## src/rtl/bus_pkg_ysyx_24100029.sv

```systemverilog
// Shared types for the IFU/LSU data-memory arbiter.
// Optional feature macro: ARB_RR_EN (round-robin tie break; fixed LSU priority otherwise).
package bus_pkg_ysyx_24100029;

    localparam int ADDR_W_DEFAULT  = 32;
    localparam int DATA_W_DEFAULT  = 32;
    localparam int TIMEOUT_DEFAULT = 255;

    typedef enum logic [1:0] {
        IDLE  = 2'd0,
        ISSUE = 2'd1,
        WAIT  = 2'd2,
        RESP  = 2'd3
    } state_e;

    typedef enum logic {
        OWN_IFU = 1'b0,
        OWN_LSU = 1'b1
    } owner_e;

    // Pick the master to serve; only meaningful when at least one is requesting.
    // A lone requester always wins; a tie goes to the LSU, or, with round-robin,
    // to whichever master was not served last.
    function automatic owner_e pick_winner(input logic   ifu_v,
                                           input logic   lsu_v,
                                           input owner_e last);
        owner_e w;
        if (ifu_v && lsu_v) begin
`ifdef ARB_RR_EN
            w = (last == OWN_IFU) ? OWN_LSU : OWN_IFU;
`else
            w = OWN_LSU;
`endif
        end else if (lsu_v) begin
            w = OWN_LSU;
        end else begin
            w = OWN_IFU;
        end
        return w;
    endfunction

endpackage

```

## src/rtl/arb_timer_ysyx_24100029.sv

```systemverilog
// Saturating transaction timer: clear wins over enable, the count stops at MAX
// and expired stays high from then on until the next clear.
module arb_timer_ysyx_24100029 #(
    parameter int MAX = 255
) (
    input  logic clk,
    input  logic rst_n,
    input  logic clear,
    input  logic enable,
    output logic expired
);

    localparam int W = $clog2(MAX + 1);
    localparam logic [W-1:0] MAX_C = W'(MAX);

    logic [W-1:0] count_q;
    logic [W-1:0] count_d;

    // Next count: clear to zero, otherwise step while enabled and not yet saturated.
    always_comb begin
        count_d = count_q;
        if (clear) begin
            count_d = '0;
        end else if (enable && (count_q != MAX_C)) begin
            count_d = count_q + 1'b1;
        end
    end

    // Count register.
    always_ff @(posedge clk or negedge rst_n) begin
        if (!rst_n) begin
            count_q <= '0;
        end else begin
            count_q <= count_d;
        end
    end

    assign expired = (count_q == MAX_C);

endmodule

```

## src/rtl/bus_arbiter_ysyx_24100029.sv

```systemverilog
// Arbiter sharing one memory port between IFU (read-only) and LSU.
// One transaction in flight: IDLE (arbitrate) -> ISSUE -> WAIT -> RESP -> IDLE.
// A stalled memory is turned into an error response by the timer; the timer is
// cleared in IDLE, counts in ISSUE/WAIT, and when it reads TIMEOUT the next edge
// goes to RESP (unless the request handshake happens in that same ISSUE cycle).
// Optional feature macro: ARB_RR_EN (see bus_pkg_ysyx_24100029::pick_winner).
module bus_arbiter_ysyx_24100029
    import bus_pkg_ysyx_24100029::*;
#(
    parameter int ADDR_W  = ADDR_W_DEFAULT,
    parameter int DATA_W  = DATA_W_DEFAULT,
    parameter int TIMEOUT = TIMEOUT_DEFAULT
) (
    input  logic                clk,
    input  logic                rst_n,
    // IFU master
    input  logic                ifu_req_valid,
    output logic                ifu_req_ready,
    input  logic [ADDR_W-1:0]   ifu_addr,
    output logic                ifu_rsp_valid,
    output logic [DATA_W-1:0]   ifu_rsp_data,
    output logic                ifu_rsp_err,
    // LSU master
    input  logic                lsu_req_valid,
    output logic                lsu_req_ready,
    input  logic [ADDR_W-1:0]   lsu_addr,
    input  logic                lsu_wen,
    input  logic [DATA_W-1:0]   lsu_wdata,
    input  logic [DATA_W/8-1:0] lsu_wstrb,
    output logic                lsu_rsp_valid,
    output logic [DATA_W-1:0]   lsu_rsp_data,
    output logic                lsu_rsp_err,
    // Memory slave
    output logic                mem_req_valid,
    input  logic                mem_req_ready,
    output logic [ADDR_W-1:0]   mem_addr,
    output logic                mem_wen,
    output logic [DATA_W-1:0]   mem_wdata,
    output logic [DATA_W/8-1:0] mem_wstrb,
    input  logic                mem_rsp_valid,
    input  logic [DATA_W-1:0]   mem_rsp_data,
    input  logic                mem_rsp_err
);

    localparam int STRB_W = DATA_W / 8;

    state_e              state_q,      state_d;
    owner_e              owner_q,      owner_d;
    owner_e              last_grant_q, last_grant_d;
    logic [ADDR_W-1:0]   addr_q,       addr_d;
    logic                wen_q,        wen_d;
    logic [DATA_W-1:0]   wdata_q,      wdata_d;
    logic [STRB_W-1:0]   wstrb_q,      wstrb_d;
    logic [DATA_W-1:0]   rsp_data_q,   rsp_data_d;
    logic                rsp_err_q,    rsp_err_d;

    owner_e winner;
    logic   any_req;
    logic   timer_expired;

    assign any_req = ifu_req_valid | lsu_req_valid;
    assign winner  = pick_winner(ifu_req_valid, lsu_req_valid, last_grant_q);

    arb_timer_ysyx_24100029 #(
        .MAX (TIMEOUT)
    ) u_timer (
        .clk     (clk),
        .rst_n   (rst_n),
        .clear   (state_q == IDLE),
        .enable  ((state_q == ISSUE) || (state_q == WAIT)),
        .expired (timer_expired)
    );

    // FSM next state plus request/response latches.
    always_comb begin
        state_d      = state_q;
        owner_d      = owner_q;
        last_grant_d = last_grant_q;
        addr_d       = addr_q;
        wen_d        = wen_q;
        wdata_d      = wdata_q;
        wstrb_d      = wstrb_q;
        rsp_data_d   = rsp_data_q;
        rsp_err_d    = rsp_err_q;
        case (state_q)
            IDLE: begin
                if (any_req) begin
                    owner_d = winner;
                    if (winner == OWN_LSU) begin
                        addr_d  = lsu_addr;
                        wen_d   = lsu_wen;
                        wdata_d = lsu_wdata;
                        wstrb_d = lsu_wstrb;
                    end else begin
                        // Instruction fetch is always a plain read.
                        addr_d  = ifu_addr;
                        wen_d   = 1'b0;
                        wdata_d = '0;
                        wstrb_d = '0;
                    end
                    state_d = ISSUE;
                end
            end
            ISSUE: begin
                // The handshake takes precedence over an expiring timer.
                if (mem_req_ready) begin
                    state_d = WAIT;
                end else if (timer_expired) begin
                    rsp_data_d = '0;
                    rsp_err_d  = 1'b1;
                    state_d    = RESP;
                end
            end
            WAIT: begin
                if (mem_rsp_valid) begin
                    rsp_data_d = wen_q ? '0 : mem_rsp_data;
                    rsp_err_d  = mem_rsp_err;
                    state_d    = RESP;
                end else if (timer_expired) begin
                    rsp_data_d = '0;
                    rsp_err_d  = 1'b1;
                    state_d    = RESP;
                end
            end
            RESP: begin
                last_grant_d = owner_q;
                state_d      = IDLE;
            end
            default: begin
                state_d = IDLE;
            end
        endcase
    end

    // State and latch registers; reset drops any in-flight transaction.
    always_ff @(posedge clk or negedge rst_n) begin
        if (!rst_n) begin
            state_q      <= IDLE;
            owner_q      <= OWN_IFU;
            last_grant_q <= OWN_IFU;
            addr_q       <= '0;
            wen_q        <= 1'b0;
            wdata_q      <= '0;
            wstrb_q      <= '0;
            rsp_data_q   <= '0;
            rsp_err_q    <= 1'b0;
        end else begin
            state_q      <= state_d;
            owner_q      <= owner_d;
            last_grant_q <= last_grant_d;
            addr_q       <= addr_d;
            wen_q        <= wen_d;
            wdata_q      <= wdata_d;
            wstrb_q      <= wstrb_d;
            rsp_data_q   <= rsp_data_d;
            rsp_err_q    <= rsp_err_d;
        end
    end

    // Accept pulses are combinational in IDLE; rst_n keeps them low during reset.
    assign ifu_req_ready = rst_n && (state_q == IDLE) && ifu_req_valid && (winner == OWN_IFU);
    assign lsu_req_ready = rst_n && (state_q == IDLE) && lsu_req_valid && (winner == OWN_LSU);

    assign mem_req_valid = (state_q == ISSUE);
    assign mem_addr      = addr_q;
    assign mem_wen       = wen_q;
    assign mem_wdata     = wdata_q;
    assign mem_wstrb     = wstrb_q;

    // Only the owner sees the response; the other side reads all zeros.
    assign ifu_rsp_valid = (state_q == RESP) && (owner_q == OWN_IFU);
    assign lsu_rsp_valid = (state_q == RESP) && (owner_q == OWN_LSU);
    assign ifu_rsp_data  = ifu_rsp_valid ? rsp_data_q : '0;
    assign ifu_rsp_err   = ifu_rsp_valid & rsp_err_q;
    assign lsu_rsp_data  = lsu_rsp_valid ? rsp_data_q : '0;
    assign lsu_rsp_err   = lsu_rsp_valid & rsp_err_q;

endmodule

```

## config.mk

```make
export PLATFORM = sky130hd
export DESIGN_NAME = bus_arbiter_ysyx_24100029
export DESIGN_NICKNAME = d
export VERILOG_FILES = /design/src/rtl/bus_pkg_ysyx_24100029.sv /design/src/rtl/arb_timer_ysyx_24100029.sv /design/src/rtl/bus_arbiter_ysyx_24100029.sv
export SDC_FILE = /design/constraint.sdc
export NUM_CORES = 1
export LEC_CHECK = 0
export ABC_AREA = 1
export CORE_MARGIN = 4
export CORE_UTILIZATION = 40
export CTS_CLUSTER_DIAMETER = 200
export CTS_CLUSTER_SIZE = 16
export DETAILED_ROUTE_END_ITERATION = 6
export MAX_ROUTING_LAYER = met4
export PLACE_DENSITY = 0.81
export SYNTH_ARGS = -nofsm -noshare
export SYNTH_HDL_FRONTEND = slang
export SYNTH_SLANG_ARGS = --single-unit
```

## constraint.sdc

```tcl
create_clock -name clk -period 2.1 [get_ports clk]
set_clock_uncertainty 0.05 [all_clocks]
set_input_delay 0.315 -clock clk [delete_from_list [all_inputs] [get_ports clk]]
set_output_delay 0.315 -clock clk [all_outputs]
set_load 0.02 [all_outputs]
```

Word-level counts from Yosys, hierarchy flattened:

Index checks and enable logic that the tools add are counted.

* equality and inequality tests: 7
* reductions and logical operators: 15
* bitwise gates (word level): 5
* $add $sub $neg: 1
* mux-type cells: 24

Operators with widths (count)
* $mux 32: 8
* $pmux 32 s2: 1
* $mux 8: 2
* $logic_and 1x1->1: 9
* $add 8x1->8 const B: 1
* $eq 8x8->1 const B: 1
* $mux 2: 4
* $ne 8x8->1 const B: 1
* $pmux 2 s4: 1
* $mux 1: 6
* $eq 2x2->1 const B: 2
* $mux 4: 1
* $ne 2x2->1 const B: 2
* $reduce_and 2->1: 2
* $reduce_bool 2->1: 2
* $and 1x1->1: 2
* $eq 2x1->1 const B: 1
* $logic_not 2->1: 1
* $not 1->1: 2
* $pmux 1 s2: 1
* $logic_or 1x1->1: 1
* $or 1x1->1: 1

* input bits: 140
* register bits after elaboration: 113
* logic and storage cells: 61
* output and inout bits: 140

Longest topological paths before layout:

* depth in word-level cells: 5
* depth in mapped cells: 9
* gate-level depth less buffers: 9

By module:

Synthesis repeated with hierarchy kept, for this count alone.

* cells, all modules: 755
* area total of the unflattened synthesis: 5440.2 um2

Modules (own cells, without submodules)
* bus_arbiter_ysyx_24100029: sequential area each 2627.5 um2, cells each 685, instances 1, area each 4932.2 um2
* arb_timer_ysyx_24100029: sequential area each 200.2 um2, cells each 70, instances 1, area each 508.0 um2

Worst setup path before layout:

No wires, ideal clock.

* kind: flip-flop to flip-flop
* start: register state_q[1]
* end: register rsp_data_q[21]
* data required time: 1.967 ns
* arrival time: 1.554 ns
* period minus slack after synthesis: 1.686 ns
* path buffers: 1
* stages on the path, launching flop included: 8
* slack: 0.414 ns
* cell sequence: dfrtp_1 > inv_1 > ha_1 > nand2_1 > o21ai_1 > nand4_1 > clkbuf_1 > o21ai_0

* cells in the longest elaborated chain, start to end: 3
* elaborated cells between the ends (all ways): 6

Ends and longest elaborated chain
* start, declared: RTL line bus_arbiter_ysyx_24100029.sv:47 `state_e state_q, state_d;`
* start signal, assigned: RTL line bus_arbiter_ysyx_24100029.sv:148 `state_q <= state_d;`
* $eq 2x1->1 *
* via mem_req_valid: RTL line bus_arbiter_ysyx_24100029.sv:34 `output logic mem_req_valid,`
* $ne 2x2->1 (no line) / $reduce_bool 2->1 (equally long branches)
* $reduce_and 2->1 (no line)
* end signal, assigned: RTL line bus_arbiter_ysyx_24100029.sv:155 `rsp_data_q <= rsp_data_d;`
* end, declared: RTL line bus_arbiter_ysyx_24100029.sv:54 `logic [DATA_W-1:0] rsp_data_q, rsp_data_d;`

Mark *: on every way through the listed nets, which the timed path passes. The rest lies on a longest branch.
A chain may end at the register's enable or synchronous reset.

Final worst setup path:

* start: register state_q[0]
* end: output lsu_rsp_data[9]

* cells in the longest elaborated chain, start to end: 3

Ends and longest elaborated chain
* $eq 2x2->1
* $logic_and 1x1->1: RTL line bus_arbiter_ysyx_24100029.sv:172 `assign lsu_rsp_valid = (state_q == RESP) && (owner_q == OWN_LSU);`
* $mux 32: RTL line bus_arbiter_ysyx_24100029.sv:175 `assign lsu_rsp_data = lsu_rsp_valid ? rsp_data_q : '0;`
* end, declared: RTL line bus_arbiter_ysyx_24100029.sv:31 `output logic [DATA_W-1:0] lsu_rsp_data,`

Every way passes these cells.

==> impl_metrics.ini <==
[yosys]
yosys-top-cells-area = dfrtp_1, nand2_1, inv_1
synth_cell_types = 25
yosys.area_share.simple = 0.230
synth_mux_area_frac = 0
synth_edf_count = 0
syn_area_mm2 = 0.00541
yosys.area.top_type = dfrtp_1
syn_nets = 841
synthAdderAreaFrac = 0.0162
netlist.area_leader.share = 0.523
syn_inst = 694
synth_compound_area_frac = 0.111
synth_flop_cell = dfrtp_1
synth-async-reset-ratio = 1.00
synth-seq-area-share = 0.523
synth_seq_cells = 113
synth_top_family_by_area = simple AND/OR/NAND/NOR gates
ys_warn_count = 0
avgSynthCellArea_um2 = 7.80
synth_xor_area_frac = 0

[placement]
port_buffers = 279
place_inst = 1127
gp_congestion = 0.875
placed_area_mm2 = 0.00843
hpwl_um = 12400
pre_cts_slack_ns = 0.0892

[worst_setup_path]
crit_path_start = state_q[0]$_DFFE_PN0P_
worstPathMaxFanout = 9
crit_arrival_ns = 1.67
cp_slowest_cell = dfrtp_1
cp-start-kind = flop
slowest_delay_ns = 0.38
crit_path_end_kind = primary output
r2r_start = state_q[0]$_DFFE_PN0P_
critPathRequiredTime_ns = 1.74
worstPathCellList = ha_2 > nand2_4 > clkbuf_16 > nor2_1 > clkdlybuf4s15_1
crit_type = flop to primary output

[min_path]
min_from = lsu_req_valid
hp-class = input port to flop

[sta]
setup_ws_ns = 0.0650
tightest_slew_ns = 0.639
tns_ns = 0
whs_ns = 0.250
setup_viol = 0
timing.final.crit_share = 0.969
finalHoldViolations = 0
maxSlewHeadroom = 0.574
drv_slew = 0
max_freq_ghz = 0.491
final.min_clock_period_ns = 2.03

[clock_network]
clk_path_buf_depth = 2
clock_latency_ns = 0.41
h-tree-depth = 4
path_clk_slew_ns = 0.05
numCtsBuffers = 17
cts.sink_count = 113
root_buffer = clkbuf_16
cts_tree = built

[global_routing]
grt_pass1_vias = 5327
busiest_layer = met2
grt_use_total = 0.221
grt_pass1_wl_um = 26700
grtUsageMet1 = 0.255
grt_max_degree = 114
grt_antenna_before_repair = 0
grt_use_met3 = 0.0648
grt_overflow = 0
grt.met2_usage = 0.356

[cells_and_area]
n_antenna_cell = 0
syn_to_final_growth_pct = 64.3
fin_util = 0.671
final_nets = 1121
stdcell_area_mm2 = 0.00889
drive_gt1_frac = 0.105
fillers = 1110
stdcell_count = 1163

[drt]
detail_route.vias_per_cell = 4.72
dr.first_iter.drc_count = 377
route.antenna.remaining_nets = 0
drcViolationCount = 0
firstDrtPassIters = 5
avgRoutedWirePerCell_um = 14.7
route.vias.total = 5488
routed_wl_um = 17100

[floorplanning]
core_mm2 = 0.0132
io_pins = 280
die_x_um = 124
rows = 42
die_y_um = 124
dieArea_mm2 = 0.0155
start_util = 0.409

[pwr]
p_per_area_mw_per_mm2 = 1330
vdd_drop_max_uv = 685
leakagePower_nw = 4.20
power_mw = 11.8

[flow_run]
maxCapViolCount = 0

[outcome]
outcome = finished, final reports clean
==> final timing paths <==
check,slack (ns),cells after the start,endpoint
max in group asynchronous,0.96,3,mem_wdata[8]$_DFFE_PN0P_
worst max register to register,0.28,8,rsp_data_q[16]$_DFFE_PN0P_
worst min register to register,0.43,2,rsp_data_q[15]$_DFFE_PN0P_
worst min-delay path,0.25,3,mem_addr[17]$_DFFE_PN0P_
min in group asynchronous,0.60,3,rsp_data_q[23]$_DFFE_PN0P_
worst max-delay path,0.07,5,lsu_rsp_data[9]
==> logic make-up (layout without fill, tap and decap cells) <==
| kind of cell | count (synthesis) | in the layout |
|---|---|---|
| AO/OA/AOI/OAI | 108 | 108 |
| adder cells (fa/ha/maj) | 7 | 7 |
| buffers and inverters | 160 | 453 |
| flip-flops | 113 | 113 |
| AND/OR/NAND/NOR | 306 | 306 |
==> synth_stat cells (2+ instances only) <==
master,n
clkbuf_1,19
a21oi_1,2
nand4_1,7
dfrtp_1,113
nand2_1,141
ha_1,7
nand3_1,45
buf_1,2
nor2_1,107
buf_6,3
inv_2,2
a31oi_1,32
buf_2,9
o21ai_0,68
o21ai_1,3
inv_1,120
or2_2,2
buf_4,5
==> power by group <==
group	switching [mW]	leakage, nW	internal [mW]
combinational	2.92	2.46	2.27
sequential	0.512	1.43	3.12
clock	0.966	0.308	2.04
==> critical path, delay by kind of cell (launching register included) <==
kind | cells | cell delay, ns
fa+ha+maj | 1 | 0.23
buf+inv | 2 | 0.48
flops | 1 | 0.38
simple gates | 2 | 0.17
==> layer usage <==
layer  share of wire  routed length, µm
met4           0.036                624
met2            0.47               8040
met1            0.42               7180
met3           0.074               1260
met5               0                  0
==> sequential cells by signal, indices dropped and copies added, names as in the netlist <==
name	cells
mem_addr	32
mem_wdata	32
rsp_data_q	32
u_timer.count_q	8
mem_wstrb	4
state_q	2
mem_wen	1
owner_q	1
rsp_err_q	1
==> what timing repair did <==
action | 4_1_cts | 5_1_grt
gates resized for setup | 73 | 107
cloned | 0 | 2
hold buffers | 1 | 0
hold endpoints to repair | 95 | 0
pin swaps | 0 | 1
setup buffers | 0 | 1
endpoints found under the setup margin | 71 | 61
==> layout by cell type (no fill, tap or decap), types with 3 or more instances in the layout <==
master / n
inv_1: 120
clkdlybuf4s15_1: 18
nand2_1: 139
a31oi_1: 32
buf_4: 11
dlygate4sd2_1: 10
clkinv_2: 4
clkdlybuf4s50_1: 206
clkbuf_16: 18
ha_1: 6
dfrtp_1: 113
o21ai_1: 3
nand3_1: 45
nor2_1: 107
buf_12: 7
nand4_1: 7
clkbuf_1: 3
clkbuf_2: 43
bufinv_16: 4
o21ai_0: 68
==> area by class of cell <==
cell class	count	area, µm²	area share
Clock inverter	10	158	0.0177
Sequential cell	113	2830	0.318
Inverter	122	458	0.0515
Multi-Input combinational cell	421	1940	0.219
Timing Repair Buffer	299	2820	0.317
Tap cell	176	220	0.0248
Clock buffer	22	464	0.0522
Power figures use the tool's default switching activity.
